$ cat src/rtl/question_gen_if.sv
// Handshake/bus bundle between the READY/control stages and the question generator.
// master: control side driving OK/NUM/STATE; slave: question generator driving the question.
// Pure wiring, no storage.
interface question_gen_if;
  logic       ok;
  logic [3:0] num;
  logic [3:0] state;
  logic [7:0] q_value;
  logic [3:0] fact_a;
  logic [3:0] fact_b;
  logic       q_valid;
  logic       q_done;
  logic [3:0] sec_left;

  modport master (
    output ok, num, state,
    input  q_value, fact_a, fact_b, q_valid, q_done, sec_left
  );

  modport slave (
    input  ok, num, state,
    output q_value, fact_a, fact_b, q_valid, q_done, sec_left
  );
endinterface

$ cat src/rtl/question_gen.sv
// Builds a factorization question: two primes from an LFSR/NUM seed, shift-add product, timed display.
// Latency: product/valid/seconds appear on the 6th edge after the edge that samples the OK rise.
// No backpressure: a result STATE aborts or releases the question; OK is edge-triggered from IDLE only.
module question_gen #(
  parameter int unsigned TICK_DIV = 50_000_000,
  parameter int unsigned SHOW_SEC = 5
) (
  input  logic          clk_i,
  input  logic          rst_i,
  question_gen_if.slave bus
);

  localparam int TW = (TICK_DIV > 1) ? $clog2(TICK_DIV) : 1;

  typedef enum logic [2:0] {
    S_IDLE,
    S_LOAD,
    S_MUL,
    S_SHOW,
    S_HOLD
  } state_e;

  state_e        state_q;
  logic [7:0]    lfsr_q, lfsr_d;
  logic          ok_q;
  logic          armed_q;
  logic [7:0]    seed_q;
  logic [3:0]    fact_a_q, fact_b_q;
  logic [7:0]    acc_q;
  logic [2:0]    bit_q;
  logic [TW-1:0] tick_q;
  logic [7:0]    q_value_q;
  logic          q_valid_q;
  logic          q_done_q;
  logic [3:0]    sec_left_q;

  logic          start;
  logic          result_state;
  logic [7:0]    seed_d;
  logic [3:0]    pa, pb;
  logic [7:0]    addend;

  // Index 6 and 7 fold back onto 2 and 3 so every 3-bit index is a valid prime.
  function automatic logic [3:0] prime_of(input logic [2:0] idx);
    case (idx)
      3'd0:    prime_of = 4'd2;
      3'd1:    prime_of = 4'd3;
      3'd2:    prime_of = 4'd5;
      3'd3:    prime_of = 4'd7;
      3'd4:    prime_of = 4'd11;
      3'd5:    prime_of = 4'd13;
      3'd6:    prime_of = 4'd2;
      default: prime_of = 4'd3;
    endcase
  endfunction

  // Galois step for x^8+x^6+x^5+x^4+1, seed/start decode, prime lookup and partial product.
  always_comb begin
    lfsr_d = {lfsr_q[6], lfsr_q[5] ^ lfsr_q[7], lfsr_q[4] ^ lfsr_q[7],
              lfsr_q[3] ^ lfsr_q[7], lfsr_q[2], lfsr_q[1], lfsr_q[0], lfsr_q[7]};
    // armed_q blocks a start from an OK that was already high when reset released
    start  = bus.ok & ~ok_q & armed_q;
    result_state = (bus.state == 4'd6) || (bus.state == 4'd8) || (bus.state == 4'd9) ||
                   (bus.state == 4'd10) || (bus.state == 4'd11);
    seed_d = lfsr_q ^ {4'h0, bus.num};
    if (seed_d == 8'h00) begin
      seed_d = 8'h01;
    end
    pa     = prime_of(seed_q[2:0]);
    pb     = prime_of(seed_q[5:3]);
    addend = 8'h00;
    if (fact_b_q[bit_q[1:0]]) begin
      addend = {4'h0, fact_a_q} << bit_q[1:0];
    end
  end

  // Free-running LFSR and OK edge/arming history.
  always_ff @(posedge clk_i) begin
    if (rst_i) begin
      lfsr_q  <= 8'hA5;
      ok_q    <= 1'b0;
      armed_q <= 1'b0;
    end else begin
      lfsr_q  <= lfsr_d;
      ok_q    <= bus.ok;
      armed_q <= armed_q | ~bus.ok;
    end
  end

  // Question FSM with registered outputs; a result STATE wins over any in-flight step.
  always_ff @(posedge clk_i) begin
    if (rst_i) begin
      state_q    <= S_IDLE;
      seed_q     <= 8'h00;
      fact_a_q   <= 4'h0;
      fact_b_q   <= 4'h0;
      acc_q      <= 8'h00;
      bit_q      <= 3'd0;
      tick_q     <= '0;
      q_value_q  <= 8'h00;
      q_valid_q  <= 1'b0;
      q_done_q   <= 1'b0;
      sec_left_q <= 4'h0;
    end else begin
      q_done_q <= 1'b0;
      if (state_q != S_IDLE && result_state) begin
        state_q    <= S_IDLE;
        fact_a_q   <= 4'h0;
        fact_b_q   <= 4'h0;
        q_value_q  <= 8'h00;
        q_valid_q  <= 1'b0;
        sec_left_q <= 4'h0;
      end else begin
        case (state_q)
          S_IDLE: begin
            fact_a_q   <= 4'h0;
            fact_b_q   <= 4'h0;
            q_value_q  <= 8'h00;
            q_valid_q  <= 1'b0;
            sec_left_q <= 4'h0;
            if (start) begin
              seed_q  <= seed_d;
              state_q <= S_LOAD;
            end
          end
          S_LOAD: begin
            fact_a_q <= (pa <= pb) ? pa : pb;
            fact_b_q <= (pa <= pb) ? pb : pa;
            acc_q    <= 8'h00;
            bit_q    <= 3'd0;
            state_q  <= S_MUL;
          end
          S_MUL: begin
            // four accumulate edges, then one edge to publish the product
            if (bit_q == 3'd4) begin
              q_value_q  <= acc_q;
              q_valid_q  <= 1'b1;
              sec_left_q <= 4'(SHOW_SEC);
              tick_q     <= '0;
              state_q    <= S_SHOW;
            end else begin
              acc_q <= acc_q + addend;
              bit_q <= bit_q + 3'd1;
            end
          end
          S_SHOW: begin
            if (tick_q == TW'(TICK_DIV - 1)) begin
              tick_q     <= '0;
              sec_left_q <= sec_left_q - 4'd1;
              if (sec_left_q == 4'd1) begin
                q_done_q <= 1'b1;
                state_q  <= S_HOLD;
              end
            end else begin
              tick_q <= tick_q + TW'(1);
            end
          end
          S_HOLD: begin
            sec_left_q <= 4'h0;
          end
          default: state_q <= S_IDLE;
        endcase
      end
    end
  end

  assign bus.q_value  = q_value_q;
  assign bus.fact_a   = fact_a_q;
  assign bus.fact_b   = fact_b_q;
  assign bus.q_valid  = q_valid_q;
  assign bus.q_done   = q_done_q;
  assign bus.sec_left = sec_left_q;

endmodule
$ cat src/flat_wrapper.sv
// flat-port wrapper written by rule: the top's interface ports become plain ports
module question_gen_flat 
#(
  parameter int unsigned TICK_DIV = 50_000_000,
  parameter int unsigned SHOW_SEC = 5
)
  (clk_i, rst_i, bus_ok, bus_num, bus_state, bus_q_value, bus_fact_a, bus_fact_b, bus_q_valid, bus_q_done, bus_sec_left);
  question_gen_if bus_i ();
  input  logic clk_i;
  input  logic rst_i;
  input wire logic [$bits(bus_i.ok)-1:0] bus_ok;
  input wire logic [$bits(bus_i.num)-1:0] bus_num;
  input wire logic [$bits(bus_i.state)-1:0] bus_state;
  output wire logic [$bits(bus_i.q_value)-1:0] bus_q_value;
  output wire logic [$bits(bus_i.fact_a)-1:0] bus_fact_a;
  output wire logic [$bits(bus_i.fact_b)-1:0] bus_fact_b;
  output wire logic [$bits(bus_i.q_valid)-1:0] bus_q_valid;
  output wire logic [$bits(bus_i.q_done)-1:0] bus_q_done;
  output wire logic [$bits(bus_i.sec_left)-1:0] bus_sec_left;
  assign bus_i.ok = bus_ok;
  assign bus_i.num = bus_num;
  assign bus_i.state = bus_state;
  assign bus_q_value = bus_i.q_value;
  assign bus_fact_a = bus_i.fact_a;
  assign bus_fact_b = bus_i.fact_b;
  assign bus_q_valid = bus_i.q_valid;
  assign bus_q_done = bus_i.q_done;
  assign bus_sec_left = bus_i.sec_left;
  question_gen #(.TICK_DIV(TICK_DIV), .SHOW_SEC(SHOW_SEC)) u_core (.clk_i(clk_i), .rst_i(rst_i), .bus(bus_i));
endmodule
$ cat config.mk
export PLATFORM = sky130hd
export DESIGN_NAME = question_gen_flat
export DESIGN_NICKNAME = d
export VERILOG_FILES = /design/src/rtl/question_gen_if.sv /design/src/rtl/question_gen.sv /design/src/flat_wrapper.sv
export SDC_FILE = /design/constraint.sdc
export NUM_CORES = 1
export LEC_CHECK = 0
export ABC_AREA = 1
export CORE_UTILIZATION = 53
export DETAILED_ROUTE_END_ITERATION = 16
export PLACE_DENSITY_LB_ADDON = 0.12
export SLEW_MARGIN = 20
export SYNTH_ARGS = -nofsm -noshare
export SYNTH_HDL_FRONTEND = slang
export SYNTH_SLANG_ARGS = --single-unit
export TNS_END_PERCENT = 20
$ cat constraint.sdc
create_clock -name clk_i -period 2.4 [get_ports clk_i]
set_input_delay 0.48 -clock clk_i [delete_from_list [all_inputs] [get_ports clk_i]]
set_output_delay 0.48 -clock clk_i [all_outputs]
set_load 0.1 [all_outputs]
; After elaboration in Yosys (flattened, before gate mapping)
; Cells that the tools add are included.
[totals]
reg_bits = 78
input_bits = 11
[op_classes]
n_addsub = 4
order_cmp = 2
n_eq_ne = 27
shifts = 1
n_mux = 30
bitwise_logic = 13
reduce_logical = 26
[op_table]
columns = cell, count
row1 = $mux 26, 2
row2 = $pmux 26 s2, 1
row3 = $pmux 4 s5, 2
row4 = $pmux 8 s2, 2
row5 = $add 26x1->26 const B, 1
row6 = $eq 26x26->1 const B, 1
row7 = $eq 3x3->1 const B, 8
row8 = $mux 8, 3
row9 = $eq 3x2->1 const B, 6
row10 = $eq 4x4->1 const B, 4
row11 = $mux 4, 4
row12 = $pmux 4 s2, 2
row13 = $mux 3, 5
row14 = $pmux 3 s5, 1
row15 = $pmux 4 s3, 1
row16 = $reduce_and 3->1, 4
row17 = $logic_not 3->1, 3
row18 = $add 8x8->8, 1
row19 = $logic_not 8->1, 1
row20 = $ne 2x1->1 const B, 4
row21 = $reduce_bool 2->1, 4
row22 = $reduce_or 2->1, 4
row23 = $shl 4x2->8, 1
row24 = $xor 8x4->8, 1
row25 = 23 further kinds, 37

; Logic depth before layout (Yosys ltp)
[depth]
depth_word = 8
ltp_mapped = 15
ltp_nobuf = 15

; Least setup slack after synthesis
; Ideal clock, no wire load.
[synth_timing]
kind = register to register
start = reg u_core.fact_b_q[3] (netlist: u_core.bus.fact_b[3])
end = reg u_core.acc_q[5]
setup_time_ps = 132
arrival_time_ps = 2367
slack_ps = -99
stages_incl_launch_ff = 14
path_buffers = 0
period_less_slack_ps = 2499
cell_sequence = dfxtp_1 nor2_1 nor2_1 o21ai_0 nand2_1 nand2_1 inv_1 ha_1 nand3_1 nand3_1 a21oi_1 or2_2 nand3_1 a21oi_1
[synth_via]
elab_chain_cells = 6
[synth_lines]
columns = item, line
row1 = start: declaration, question_gen.sv:28  ; logic [3:0] fact_a_q, fact_b_q;
row2 = start signal: assignment, question_gen.sv:128  ; fact_b_q <= (pa <= pb) ? pb : pa;
row3 = $bmux 1 s2, question_gen.sv:72  ; if (fact_b_q[bit_q[1:0]]) begin
row4 = $mux 1 (implied by the code), question_gen.sv:72
row5 = $mux 8, question_gen.sv:72
row6 = $add 8x8->8, question_gen.sv:142  ; acc_q <= acc_q + addend;
row7 = $mux 8, question_gen.sv:135  ; if (bit_q == 3'd4) begin
row8 = $pmux 8 s2, question_gen.sv:114  ; case (state_q)
row9 = end signal: assignment, question_gen.sv:142
row10 = end: declaration, question_gen.sv:29  ; logic [7:0] acc_q;
; Every way passes these cells. The select of a mux whose other input is x is not followed.
; A chain may end at the register's enable or synchronous reset.

; Final worst setup path
[layout_timing]
start = reg u_core.bit_q[0]
end = reg u_core.acc_q[5]
[layout_via]
elab_chain_cells = 6
word_cells_on_any_way = 10
cone_classes = add/sub: 1 / eq/ne: 2 / shift: 1 / mux: 5 / reduce/logical: 1
[layout_lines]
columns = item, line
row1 = start: declaration, question_gen.sv:30  ; logic [2:0] bit_q;
row2 = start signal: assignment, question_gen.sv:143  ; bit_q <= bit_q + 3'd1;
row3 = $bmux 1 s2, question_gen.sv:72
row4 = $mux 1 (implied by the code), question_gen.sv:72
row5 = $mux 8, question_gen.sv:72
row6 = $add 8x8->8, question_gen.sv:142
row7 = $mux 8, question_gen.sv:135
row8 = $pmux 8 s2, question_gen.sv:114
; Parallel ways exist; a longest one is shown, timed or not. The select of a mux whose other input is x is not followed.

==> reports/qor.tcl <==
set qor(run_status) {finished, final reports clean}
set qor(timing.critical_path.slowest_stage_cell) {dfxtp_2}
set qor(hpwlAfterDp_mm) 7.21
set qor(hold_viol) 0
set qor(timing.critical_path.max_delay_family) {compound AO/OA/AOI/OAI gates}
set qor(setup_violations) 0
set qor(placement_rows) 32
set qor(layout-drive-gt1-share_pct) 13.5
set qor(ys_seq_area_share_pct) 36.2
set qor(timing_worst_slew_pin_value_ns) 0.553
set qor(static_power_due_to_leakage_uw) 0.00214
set qor(die_h_um) 92.3
set qor(reg2reg_setup_slack_ns) 0.24
set qor(postCtsSetupBuffers) 0
set qor(dp.cells) 760
set qor(clock_skew_ns) 0.0105
set qor(tns_ns) 0
set qor(num-fill-cells) 765
set qor(worstPathArrival_ns) 2.41
set qor(timing.critical_path.to_type) {register}
set qor(synthDistinctLibCells) 43
set qor(layout_commonest_cell) {nand2_1}
set qor(cts_tree) {yes}
set qor(critPathMaxFanout) 9
set qor(synth_cells) 630
set qor(worstSetupStartpointType) {register}
set qor(max_stage_delay_ns) 0.35
set qor(power.ir.vdd_worst_mv) 0.899
set qor(clock_tree.buffer_depth) 2
set qor(grt_start_max_net_pins) 25
set qor(htreeDepth) 3
set qor(layout.cells.most_common_list) {nand2_1 (150), nor2_1 (90), inv_1 (74), dfxtp_1 (72), nand3_1 (48)}
set qor(design.final.nets) 697
set qor(via_count_of_the_first_global_routing_pass) 3884
set qor(critical_path.cell_chain) {buf_4, o21ai_0, nand2_1, nand2_1, inv_1, ha_1, inv_1, o21bai_1, a21oi_1, or2_2, nand3_1, a21oi_1}
set qor(synth-main-ff-cell) {dfxtp_1}
set qor(summed_instance_area_of_the_synthesized_netlist_mm2) 0.00432
set qor(highest_achievable_clock_rate_mhz) 463
set qor(cts_hold_buf) 0
set qor(cts_made_buffers) 9
set qor(report.final.slew_viol_count) 0
set qor(cts_repair_resize_count) 0
set qor(drc) 0
set qor(postSynthAreaPerCell_um2) 6.86
set qor(route.antenna.remaining_nets) 0
set qor(die_area_mm2) 0.00851
set qor(detailroute.via_count) 4046
set qor(synth_async_sr_flop_share_pct) 0
set qor(violation_count_after_the_first_detailed_routing_iteration) 105
set qor(rsz_0062_raised_after_global_routing) {false}
set qor(powerDensity_mw_per_mm2) 802
set qor(syn2layout_area_growth_pct) 14.2
set qor(drv.max_cap_violation_count) 0
set qor(edff_count_synth) 0
set qor(layoutNonFillerInstCount) 775
set qor(grt_antenna_before_repair) 0
set qor(root_buffer) {clkbuf_8}
set qor(global_route.overflow_total) 0
set qor(synth_fp_nets) 658
set qor(setup.worst_path.class) {register to register}
set qor(min-delay-path-class) {register to register}
set qor(drt_pre_antenna_iters) 4
set qor(period_needed_ns) 2.16
set qor(routed_via_density) 5.22
set qor(fp.coreArea_mm2) 0.00781
set qor(insertedDiodeCount) 0
set qor(drt-total-wl_mm) 9.63
set qor(maxSlewHeadroom_pct) 63.1
set qor(yosys_warnings) 0
set qor(grt_total_usage_pct) 24.7
set qor(initial_utilization_pct) 55.3
set qor(timing.critical_path.buf_inv) 3
set qor(design.portCount) 33
set qor(clkSinkCount) 78
set qor(min_period_over_period_pct) 90.0
set qor(die_width_um) 92.3
set qor(place.port_buffers) 32
set qor(postSynthRegisterBits) 78
set qor(clock_insertion_delay_worst_skew_ns) 0.35
set qor(wire_length_of_the_first_global_routing_pass_mm) 16.9
set qor(clk_pin_slew_worst_paths_ns) 0.08
set qor(gp_congestion) 0.925
set qor(wire_per_inst_um) 12.4
set qor(worst-endpoint-required_ns) 2.65
-- metal layers --
metal | vias up | global-route usage [%] | wire length (um)
li1 | 2106 | - | -
met1 | 1864 | 30.0 | 4540
met2 | 59 | 42.3 | 4620
met3 | 17 | 5.47 | 297
met4 | 0 | 9.38 | 176
met5 | - | 0 | 0
-- synthesized netlist by cell type (7+ instances only) --
master	count	area [um^2]
nand2_1	150	563
xor2_1	15	131
inv_1	74	278
nand4_1	12	75.1
o21ai_0	18	90.1
inv_2	7	26.3
dfxtp_1	78	1560
nor3_1	13	65.1
a21oi_1	37	185
nand3_1	50	250
ha_1	16	200
a22oi_1	8	60.1
nor2_1	90	338
-- final timing paths --
| kind | startpoint | to | cells past startpoint |
|---|---|---|---|
| worst max-delay path | u_core.bit_q[0] | u_core.acc_q[5] | 12 |
| worst min-delay path | u_core.lfsr_q[0] | u_core.lfsr_q[1] | 2 |
| worst max register to register | u_core.bit_q[0] | u_core.acc_q[5] | 12 |
| worst min register to register | u_core.lfsr_q[0] | u_core.lfsr_q[1] | 2 |
-- sequential cells by signal, indices dropped and copies added (netlist names) --
| register | count |
|---|---|
| u_core.bus.fact_a | 4 |
| u_core.state_q | 3 |
| u_core.lfsr_q | 8 |
| u_core.bit_q | 3 |
| u_core.acc_q | 8 |
| u_core.bus.sec_left | 4 |
| u_core.tick_q | 26 |
| u_core.bus.q_value | 8 |
| u_core.bus.fact_b | 4 |
| u_core.bus.q_valid | 1 |
| u_core.seed_q | 6 |
| u_core.armed_q | 1 |
| u_core.ok_q | 1 |
| u_core.bus.q_done | 1 |
-- cells by family after synthesis --
family / share of synthesized area, %
AND/OR/NAND/NOR: 35.1
multiplexers: 0.464
AO/OA/AOI/OAI: 10.6
XOR/XNOR: 3.85
flip-flops: 36.2
adder cells (fa/ha/maj): 5.10
buffers and inverters: 8.72
-- through the flow --
stage               power [uW]  instance area [um^2]  setup WS, ns  utilization (%)  hold slack, ns
global placement          2980                  4710         0.167             60.3           0.425
detailed placement        3020                  4710        0.0962             60.3           0.433
floorplan                 2660                  4320       0.00142                -           0.415
finish                    3960                  4930         0.240             63.2           0.437
CTS                       3960                  4900         0.112             62.8           0.445
global route              4200                  4930        0.0175             63.2           0.461
-- worst reg2reg max path, cell delays in order (launching register included) --
cell and delay (ns):
dfxtp_2 0.35, buf_4 0.16, o21ai_0 0.23, nand2_1 0.12, nand2_1 0.08, inv_1 0.05, ha_1 0.33, inv_1 0.07
o21bai_1 0.18, a21oi_1 0.08, or2_2 0.28, nand3_1 0.07, a21oi_1 0.06
-- power by group --
group / switching, uW / leakage, uW / internal [uW]
logic: 1060 / 0.00141 / 436
clock network: 470 / 0.0000938 / 483
registers: 117 / 0.000636 / 1390
-- cell type report --
class | count | area, um^2 | share of cell area (%)
sequential | 78 | 1570 | 31.8
tap | 102 | 128 | 2.59
timing repair buffer | 39 | 318 | 6.44
inverter | 83 | 314 | 6.37
clock inverter | 2 | 15.0 | 0.304
multi-input combinational | 458 | 2410 | 48.9
clock buffer | 13 | 179 | 3.63
(Power assumes the default switching activity.)
